`src/rtl/sprite_motion_pkg.sv`:
```
// rtl/sprite_motion_pkg.sv - shared types and constants for the sprite motion block
package sprite_motion_pkg;

    typedef enum logic {MOVE, HOLD} motion_state_t;

    localparam logic DIR_FWD = 1'b0;
    localparam logic DIR_REV = 1'b1;

endpackage

```
`src/rtl/sprite_axis_step.sv`:
```
// rtl/sprite_axis_step.sv - one-axis step with bounce against fixed limits
module sprite_axis_step
    import sprite_motion_pkg::*;
#(
    parameter int CORDW = 16,
    parameter int STEP  = 4,
    parameter int MIN   = 0,
    parameter int MAX   = 576
) (
    input  logic signed [CORDW-1:0] pos,
    input  logic                    dir,
    output logic signed [CORDW-1:0] next_pos,
    output logic                    next_dir,
    output logic                    hit
);

    // One extra bit of headroom keeps pos +/- STEP from wrapping before the compare.
    localparam logic signed [CORDW:0] STEP_W = (CORDW+1)'(STEP);
    localparam logic signed [CORDW:0] MIN_W  = (CORDW+1)'(MIN);
    localparam logic signed [CORDW:0] MAX_W  = (CORDW+1)'(MAX);

    logic signed [CORDW:0] pos_w;
    logic signed [CORDW:0] fwd;
    logic signed [CORDW:0] rev;

    assign pos_w = {pos[CORDW-1], pos};
    assign fwd   = pos_w + STEP_W;
    assign rev   = pos_w - STEP_W;

    always_comb begin
        next_pos = pos;
        next_dir = dir;
        hit      = 1'b0;
        if (dir == DIR_FWD) begin
            if (fwd >= MAX_W) begin
                next_pos = MAX_W[CORDW-1:0];
                next_dir = DIR_REV;
                hit      = 1'b1;
            end else begin
                next_pos = fwd[CORDW-1:0];
            end
        end else begin
            if (rev <= MIN_W) begin
                next_pos = MIN_W[CORDW-1:0];
                next_dir = DIR_FWD;
                hit      = 1'b1;
            end else begin
                next_pos = rev[CORDW-1:0];
            end
        end
    end

endmodule

```
`src/rtl/sprite_motion.sv`:
```
// rtl/sprite_motion.sv - per-frame bouncing sprite origin with optional post-bounce hold
module sprite_motion
    import sprite_motion_pkg::*;
#(
    parameter int CORDW       = 16,
    parameter int H_RES       = 640,
    parameter int V_RES       = 480,
    parameter int SPR_DRAWW   = 64,
    parameter int SPR_DRAWH   = 64,
    parameter int SPX         = 4,
    parameter int SPY         = 2,
    parameter int X_OVER      = 0,
    parameter int Y_OVER      = 0,
    parameter int HOLD_FRAMES = 0
) (
    input  logic                    clk,
    input  logic                    rst,
    input  logic                    frame,
    input  logic                    pause,
    output logic signed [CORDW-1:0] sprx,
    output logic signed [CORDW-1:0] spry,
    output logic                    dx,
    output logic                    dy,
    output logic                    bounce,
    output logic                    bounce_x,
    output logic                    bounce_y,
    output logic                    holding
);

    localparam int X_MIN = -X_OVER;
    localparam int X_MAX = H_RES - SPR_DRAWW + X_OVER;
    localparam int Y_MIN = -Y_OVER;
    localparam int Y_MAX = V_RES - SPR_DRAWH + Y_OVER;

    localparam logic signed [CORDW-1:0] X_START   = CORDW'(H_RES/2 - SPR_DRAWW/2);
    localparam logic signed [CORDW-1:0] Y_START   = CORDW'(V_RES/2 - SPR_DRAWH/2);
    localparam logic [7:0]              HOLD_LOAD = 8'(HOLD_FRAMES);

    motion_state_t           state, state_n;
    logic [7:0]              hold_cnt, hold_cnt_n;
    logic signed [CORDW-1:0] sprx_n, spry_n;
    logic                    dx_n, dy_n;
    logic                    bounce_n, bounce_x_n, bounce_y_n;

    logic signed [CORDW-1:0] x_next, y_next;
    logic                    x_dir, y_dir;
    logic                    x_hit, y_hit;
    logic                    act;

    sprite_axis_step #(.CORDW(CORDW), .STEP(SPX), .MIN(X_MIN), .MAX(X_MAX)) u_step_x (
        .pos      (sprx),
        .dir      (dx),
        .next_pos (x_next),
        .next_dir (x_dir),
        .hit      (x_hit)
    );

    sprite_axis_step #(.CORDW(CORDW), .STEP(SPY), .MIN(Y_MIN), .MAX(Y_MAX)) u_step_y (
        .pos      (spry),
        .dir      (dy),
        .next_pos (y_next),
        .next_dir (y_dir),
        .hit      (y_hit)
    );

    assign act     = frame & ~pause;
    assign holding = (state == HOLD);

    always_comb begin
        state_n    = state;
        hold_cnt_n = hold_cnt;
        sprx_n     = sprx;
        spry_n     = spry;
        dx_n       = dx;
        dy_n       = dy;
        bounce_n   = 1'b0;
        bounce_x_n = 1'b0;
        bounce_y_n = 1'b0;
        if (act) begin
            case (state)
                MOVE: begin
                    sprx_n     = x_next;
                    spry_n     = y_next;
                    dx_n       = x_dir;
                    dy_n       = y_dir;
                    bounce_n   = x_hit | y_hit;
                    bounce_x_n = x_hit;
                    bounce_y_n = y_hit;
                    if ((x_hit | y_hit) && (HOLD_LOAD != 8'd0)) begin
                        state_n    = HOLD;
                        hold_cnt_n = HOLD_LOAD;
                    end
                end
                HOLD: begin
                    // The frame that sees count==1 is the last skipped frame.
                    if (hold_cnt == 8'd1) begin
                        state_n    = MOVE;
                        hold_cnt_n = 8'd0;
                    end else begin
                        hold_cnt_n = hold_cnt - 8'd1;
                    end
                end
                default: state_n = MOVE;
            endcase
        end
    end

    always_ff @(posedge clk) begin
        if (rst) begin
            state    <= MOVE;
            hold_cnt <= 8'd0;
            sprx     <= X_START;
            spry     <= Y_START;
            dx       <= DIR_FWD;
            dy       <= DIR_FWD;
            bounce   <= 1'b0;
            bounce_x <= 1'b0;
            bounce_y <= 1'b0;
        end else begin
            state    <= state_n;
            hold_cnt <= hold_cnt_n;
            sprx     <= sprx_n;
            spry     <= spry_n;
            dx       <= dx_n;
            dy       <= dy_n;
            bounce   <= bounce_n;
            bounce_x <= bounce_x_n;
            bounce_y <= bounce_y_n;
        end
    end

endmodule

```
`config.mk`:
```
export PLATFORM = sky130hd
export DESIGN_NAME = sprite_motion
export DESIGN_NICKNAME = d
export VERILOG_FILES = /design/src/rtl/sprite_motion_pkg.sv /design/src/rtl/sprite_axis_step.sv /design/src/rtl/sprite_motion.sv
export SDC_FILE = /design/constraint.sdc
export NUM_CORES = 1
export LEC_CHECK = 0
export CAP_MARGIN = 20
export CORE_MARGIN = 2
export CORE_UTILIZATION = 35
export CTS_BUF_LIST = sky130_fd_sc_hd__clkbuf_4
export DETAILED_ROUTE_END_ITERATION = 8
export PLACE_DENSITY = 0.58
export SLEW_MARGIN = 0
export SYNTH_ARGS = -nofsm -noshare
export SYNTH_HDL_FRONTEND = slang
export SYNTH_SLANG_ARGS = --single-unit
```
`constraint.sdc`:
```
create_clock -name clk -period 9 [get_ports clk]
set_clock_uncertainty 0.15 [all_clocks]
set_input_delay 1.8 -clock clk [delete_from_list [all_inputs] [get_ports clk]]
set_output_delay 1.8 -clock clk [all_outputs]
set_load 0.05 [all_outputs]
```
==> results of run 1 <==
worst reg2reg max path, cell delays in order, from the launching register on:
cell	delay, ns
dfxtp_1	0.60
ha_1	0.36
nand3_1	0.21
o41ai_1	0.68
inv_1	0.14
a41oi_2	0.49
nor2_2	0.19
a221o_1	0.39
nor4b_1	0.14
power by group through the flow:
stage / registers (W) / logic, W / clock network, W
after CTS: 0.000198 / 0.0000475 / 0.000135
after global routing: 0.000199 / 0.0000521 / 0.000142
after global placement: 0.000202 / 0.0000467 / 0
final: 0.000198 / 0.0000473 / 0.000129
after detailed placement: 0.000202 / 0.0000472 / 0
after floorplan: 0.000204 / 0.0000333 / 0
routing by layer:
layer | part of all wire | track usage | up-vias
met1 | 0.45 | 0.2528 | 1799
met5 | 0 | 0 | -
met2 | 0.49 | 0.3205 | 131
li1 | - | - | 1882
met4 | 0.015 | 0.05545 | 0
met3 | 0.050 | 0.02820 | 17
how the worst min path moves through the flow:
| stage | startpoint | to | slack [ns] | cells past startpoint |
|---|---|---|---|---|
| floorplan | hold_cnt[2]$_SDFFE_PP0P_ | hold_cnt[2]$_SDFFE_PP0P_ | 0.33 | 2 |
| global placement | hold_cnt[7]$_SDFFE_PP0P_ | hold_cnt[7]$_SDFFE_PP0P_ | 0.35 | 2 |
| detailed placement | hold_cnt[2]$_SDFFE_PP0P_ | hold_cnt[2]$_SDFFE_PP0P_ | 0.35 | 2 |
| CTS | hold_cnt[2]$_SDFFE_PP0P_ | hold_cnt[2]$_SDFFE_PP0P_ | 0.37 | 2 |
| global route | hold_cnt[1]$_SDFFE_PP0P_ | hold_cnt[1]$_SDFFE_PP0P_ | 0.41 | 2 |
| finish | hold_cnt[2]$_SDFFE_PP0P_ | hold_cnt[2]$_SDFFE_PP0P_ | 0.38 | 2 |
cell usage in the layout, fill, tap and decap left out, types with 6 or more instances in the layout:
master           count
a211oi_1             7
a21oi_1             31
a221oi_1             6
a31oi_1              7
clkdlybuf4s50_1     38
dfxtp_1             43
ha_1                 7
inv_1               19
nand2_1             35
nand2b_1            15
nand3_1             21
nand4_1             10
nor2_1              59
nor3_1              28
nor4_1              15
o211ai_1             9
o21ai_0             19
o31ai_1              9
or3_1                8
xnor2_1             10
xor2_1              10
cell type report:
type / count / area, um^2
clock buffer: 5 / 37.54
clock inverter: 3 / 38.79
fill: 1076 / 6127
inverter: 19 / 71.32
multi-input combinational: 400 / 2522
sequential: 43 / 860.8
tap: 136 / 170.2
timing repair buffer: 41 / 402.9
flip-flops by register name, indices dropped and copies added, names as in the netlist:
register and flops:
bounce 1, bounce_x 1, bounce_y 1, dx 1
dy 1, hold_cnt 8, holding 1, sprx 14
spry 15
per-stage QoR:
step                      cells  power (W)  cell area, um^2    util
after floorplan             507  0.0002373             3664       -
after global placement      639  0.0002491             4028  0.3937
after detailed placement    639  0.0002495             4028  0.3937
after CTS                   647  0.0003805             4104  0.4011
after global routing        647  0.0003928             4104  0.4011
final                       647  0.0003747             4104  0.4011
cell families after synthesis:
kind of cell    synth area share
compound gates            0.2738
xor+xnor                 0.04791
fa+ha+maj                0.02396
buf+inv                  0.07734
flops                     0.2355
mux                      0.01164
other cells             0.001026
simple gates              0.3289
==> flow_summary.yaml, run 1 <==
run_status:
  outcome: "complete, no violations"
synthesis:
  avgSynthCellArea_um2: 7.240
  yosysSeqAreaShare: 0.2355
  yosysWarnings: 0
  ys_async_sr_fraction: 0
  synth_top_area_share: 0.2355
  yosysUniqueCellTypes: 73
  synthesis.area_um2: 3656
  synth_flop_cell: "dfxtp_1"
  synth_edf_count: 0
  yosysTopAreaCell: "dfxtp_1"
  syn_inst: 505
  yosys-top-cells-area: "dfxtp_1 (24%), nor2_1 (6.1%), a21oi_1 (4.2%)"
  ys_ff_latch: 43
  yosysMostFrequentCell: "nor2_1"
  yosys-top-cells-count: "nor2_1 (59), dfxtp_1 (43), nand2_1 (35)"
clocking:
  cts_buffers: 5
  h-tree-depth: 2
  post_cts_buffers: 0
  clkTransAtPathRegs_ns: 0.16
  ctsHoldBuffers: 0
  cts_tree: "done"
  clkLatencyLatePin_ns: 0.37
  clk_path_buf_depth: 2
  cts_root_buf: "clkbuf_4"
  postCtsResizedCells: 0
  cts.sinks: 43
critical_path:
  crit_arrival_ns: 2.08
  crit_path_max_fanout: 17
  reg2reg_depth: 8
  crit_buf_inv: 1
  startpoint: "dx$_SDFFE_PP0P_"
  cp_slowest_cell: "clkdlybuf4s50_1"
  crit_path_end: "dx"
  start_kind: "flip-flop"
  slowest_delay_ns: 0.92
  crit_chain: "clkdlybuf4s50_1"
  r2r-start: "sprx[2]$_SDFFE_PP0P_"
  worst_ep_required_time_ns: 7.05
  rrSetupSlack_ns: 5.56
  rr_endpoint: "sprx[13]$_SDFFE_PP0P_"
  crit_cells: 1
  cp-end-kind: "output pin"
  crit_type: "flip-flop to output pin"
  crit_family: "buffers and inverters"
floorplanning:
  fp-row-count: 37
  fp.dieH_um: 106.2
  io-pin-count: 42
  die_w_um: 106.2
  start_util: 0.3573
  core_um2: 10230
  dieArea_um2: 11280
placement:
  port_buffers: 38
  hpwl_um: 7179
  gp_congestion: 0.8949
  dp_slack_ns: 4.864
grt:
  grt_start_max_net_pins: 39
  globalRouteOverflowTotal: 0
  antenna_found_initial: 0
  grt_pass1_vias: 3540
  grt_pass1_wl_um: 17820
  gr-usage-all-layers: 0.1907
job:
  drv_cap: 0
power_and_ir_drop:
  p_int_w: 0.0002644
  pwr-share-clk: 0.345
  max-vdd-ir-drop_mv: 0.05411
  seqPwrFrac: 0.529
  p_sw_w: 0.0001103
  combPwrFrac: 0.126
  p_leak_nw: 1.290
  powerDensity_nw_per_um2: 91.31
  sw_frac_of_total: 0.2943
timing:
  worstMarginPinSlew_ns: 0.7761
  report.final.slew_viol_count: 0
  holdWs_ns: 0.3794
  hold_viol_final: 0
  setup_viol: 0
  fmax_mhz: 248.3
  tns_ns: 0
  slew_headroom: 0.4786
  post-route-min-period_ns: 4.028
  min_period_over_period: 0.4475
  final.setup.worst_slack_ns: 4.972
  rsz0062_at_grt: "no"
route:
  first_pass_iters: 5
  num_vias: 3829
  drc: 0
  routed_wl_um: 10510
  viasPerCell: 5.918
  drtIter0Drc: 162
  ant_nets: 0
  routedWlPerCell_um: 16.24
cells_and_area:
  fin_nets: 521
  diodes: 0
  drive_above_1_share: 0.05871
  area_delta_synth_final_pct: 12.25
min_path:
  hold_path.class: "flip-flop to flip-flop"
Power figures use the tool's default switching activity.
==> run 2, diff against run 1 <==
Clock period 9 ns to 4.1 ns, I/O delays scaled along.
==> flow_summary.yaml, run 2 (synthesized netlist as in run 1, its figures left out) <==
route:
  num_vias: 3922
  first_pass_iters: 5
  ant_nets: 0
  drtIter0Drc: 241
  drc: 0
  viasPerCell: 6.034
  routedWlPerCell_um: 16.95
  routed_wl_um: 11020
cells_and_area:
  largest_registers: "spry: 15 flops, sprx: 14 flops, hold_cnt: 8 flops"
  largest_reg_flops: 15
  multi_input_area_um2: 2522
  final_common_cell: "nor2_1"
  regArea_um2: 860.8
  diodes: 0
  final_cell_mix: "nor2_1 (59), dfxtp_1 (43), clkdlybuf4s50_1 (38)"
  drive_above_1_share: 0.06615
  area_delta_synth_final_pct: 13.66
  fill_cells: 1065
  fin_util: 0.4061
  fin_nets: 524
  regMostFlops: "spry"
critical_path:
  slowest_delay_ns: 0.70
  cp_slowest_cell: "dfxtp_1"
  startpoint: "spry[3]$_SDFFE_PP0P_"
  cp-end-kind: "flip-flop"
  crit_path_max_fanout: 18
  crit_arrival_ns: 3.45
  r2r-start: "spry[3]$_SDFFE_PP0P_"
  crit_type: "flip-flop to flip-flop"
  crit_chain: "nand4_2 > nor4_1 > xnor2_1 > o211ai_1 > o41ai_4 > or4b_1 > o21ai_0"
  crit_buf_inv: 0
  start_kind: "flip-flop"
  crit_family: "simple AND/OR/NAND/NOR gates"
  worst_ep_required_time_ns: 4.25
min_path:
  hold_path.class: "flip-flop to flip-flop"
  hold_path_startpoint: "hold_cnt[2]$_SDFFE_PP0P_"
power_and_ir_drop:
  p_int_w: 0.0006450
  p_sw_w: 0.0002467
  sw_frac_of_total: 0.2766
  max-vdd-ir-drop_mv: 0.1602
  powerDensity_nw_per_um2: 214.6
  combPwrFrac: 0.120
  p_leak_nw: 1.313
  seqPwrFrac: 0.488
  pwr-share-clk: 0.393
clocking:
  ctsHoldBuffers: 0
  h-tree-depth: 2
  cts.sinks: 43
  cts_tree: "done"
  post_cts_buffers: 0
  clkTransAtPathRegs_ns: 0.15
  cts_buffers: 5
  clk_path_buf_depth: 2
  postCtsResizedCells: 0
  clkLatencyLatePin_ns: 0.37
  cts_root_buf: "clkbuf_4"
job:
  drv_cap: 0
timing:
  fmax_mhz: 303.3
  holdWs_ns: 0.3724
  setup_viol: 0
  slew_headroom: 0.4371
  report.final.slew_viol_count: 0
  post-route-min-period_ns: 3.297
  tns_ns: 0
  min_period_over_period: 0.8041
  rsz0062_at_grt: "no"
  hold_viol_final: 0
  worstMarginPinSlew_ns: 0.8380
floorplanning:
  fp-row-count: 37
  io-pin-count: 42
  die_w_um: 106.2
  core_um2: 10230
  fp.dieH_um: 106.2
  dieArea_um2: 11280
  start_util: 0.3573
grt:
  grt_pass1_wl_um: 18290
  grt_start_max_net_pins: 38
  globalRouteOverflowTotal: 0
  grt_pass1_vias: 3666
  gr-usage-all-layers: 0.1986
  antenna_found_initial: 0
run_status:
  outcome: "complete, no violations"
placement:
  port_buffers: 38
  gp_congestion: 0.9035
  hpwl_um: 7628
-- run 2: cell count changes in the layout (fill, tap and decap cells not counted) --
| cell | previous run | this run |
|---|---|---|
| buf_4 | 3 | 6 |
| bufinv_16 | 1 | 2 |
| clkinv_1 | 1 | 0 |
| clkinv_2 | 1 | 0 |
| clkinvlp_4 | 0 | 1 |
-- run 2: routing by layer --
| layer | track usage | wire (um) | share of wire | up-vias |
|---|---|---|---|---|
| li1 | - | - | - | 1889 |
| met3 | 0.02698 | 566 | 0.051 | 16 |
| met4 | 0.06015 | 166 | 0.015 | 0 |
| met5 | 0 | 0 | 0 | - |
| met1 | 0.2656 | 5041 | 0.46 | 1868 |
| met2 | 0.3315 | 5244 | 0.48 | 149 |
-- run 2: layout make-up --
class                      instances  share of cell area
clock buffer                       5            0.009033
clock inverter                     3             0.01626
inverter                          19             0.01716
multi-input combinational        400              0.6070
sequential                        43              0.2072
tap                              136             0.04095
timing repair buffer              44              0.1024
-- run 2: worst paths after layout --
kind | end | slack [ns] | depth (start not counted)
max | spry[10]$_SDFFE_PP0P_ | 0.80 | 7
min | hold_cnt[2]$_SDFFE_PP0P_ | 0.37 | 2
max reg2reg | spry[10]$_SDFFE_PP0P_ | 0.80 | 7
min reg2reg | hold_cnt[2]$_SDFFE_PP0P_ | 0.37 | 2
-- run 2: worst reg2reg max path, cell delays in order (launching register included) --
cell and delay (ns):
dfxtp_1 0.70, nand4_2 0.29, nor4_1 0.57, xnor2_1 0.18
o211ai_1 0.19, o41ai_4 0.58, or4b_1 0.49, o21ai_0 0.08
-- run 2: metrics by stage --
step / area (um^2) / power, W / instances / setup slack, ns
3_5_place_dp: 4050 / 0.0005493 / 642 / 0.8291
6_report: 4155 / 0.0008917 / 650 / 0.8031
5_1_grt: 4155 / 0.0009320 / 650 / 0.4823
4_1_cts: 4155 / 0.0009066 / 650 / 0.8019
3_3_place_gp: 4050 / 0.0005492 / 642 / 0.8774
2_1_floorplan: 3664 / 0.0005210 / 507 / 0.9738
-- run 2: power groups by stage --
stage / combinational (W) / clock, W / sequential [W]
after floorplan: 0.0000730 / 0 / 0.000448
after global placement: 0.000106 / 0 / 0.000444
after detailed placement: 0.000105 / 0 / 0.000444
after CTS: 0.000106 / 0.000366 / 0.000435
after global routing: 0.000116 / 0.000379 / 0.000437
final: 0.000107 / 0.000350 / 0.000435
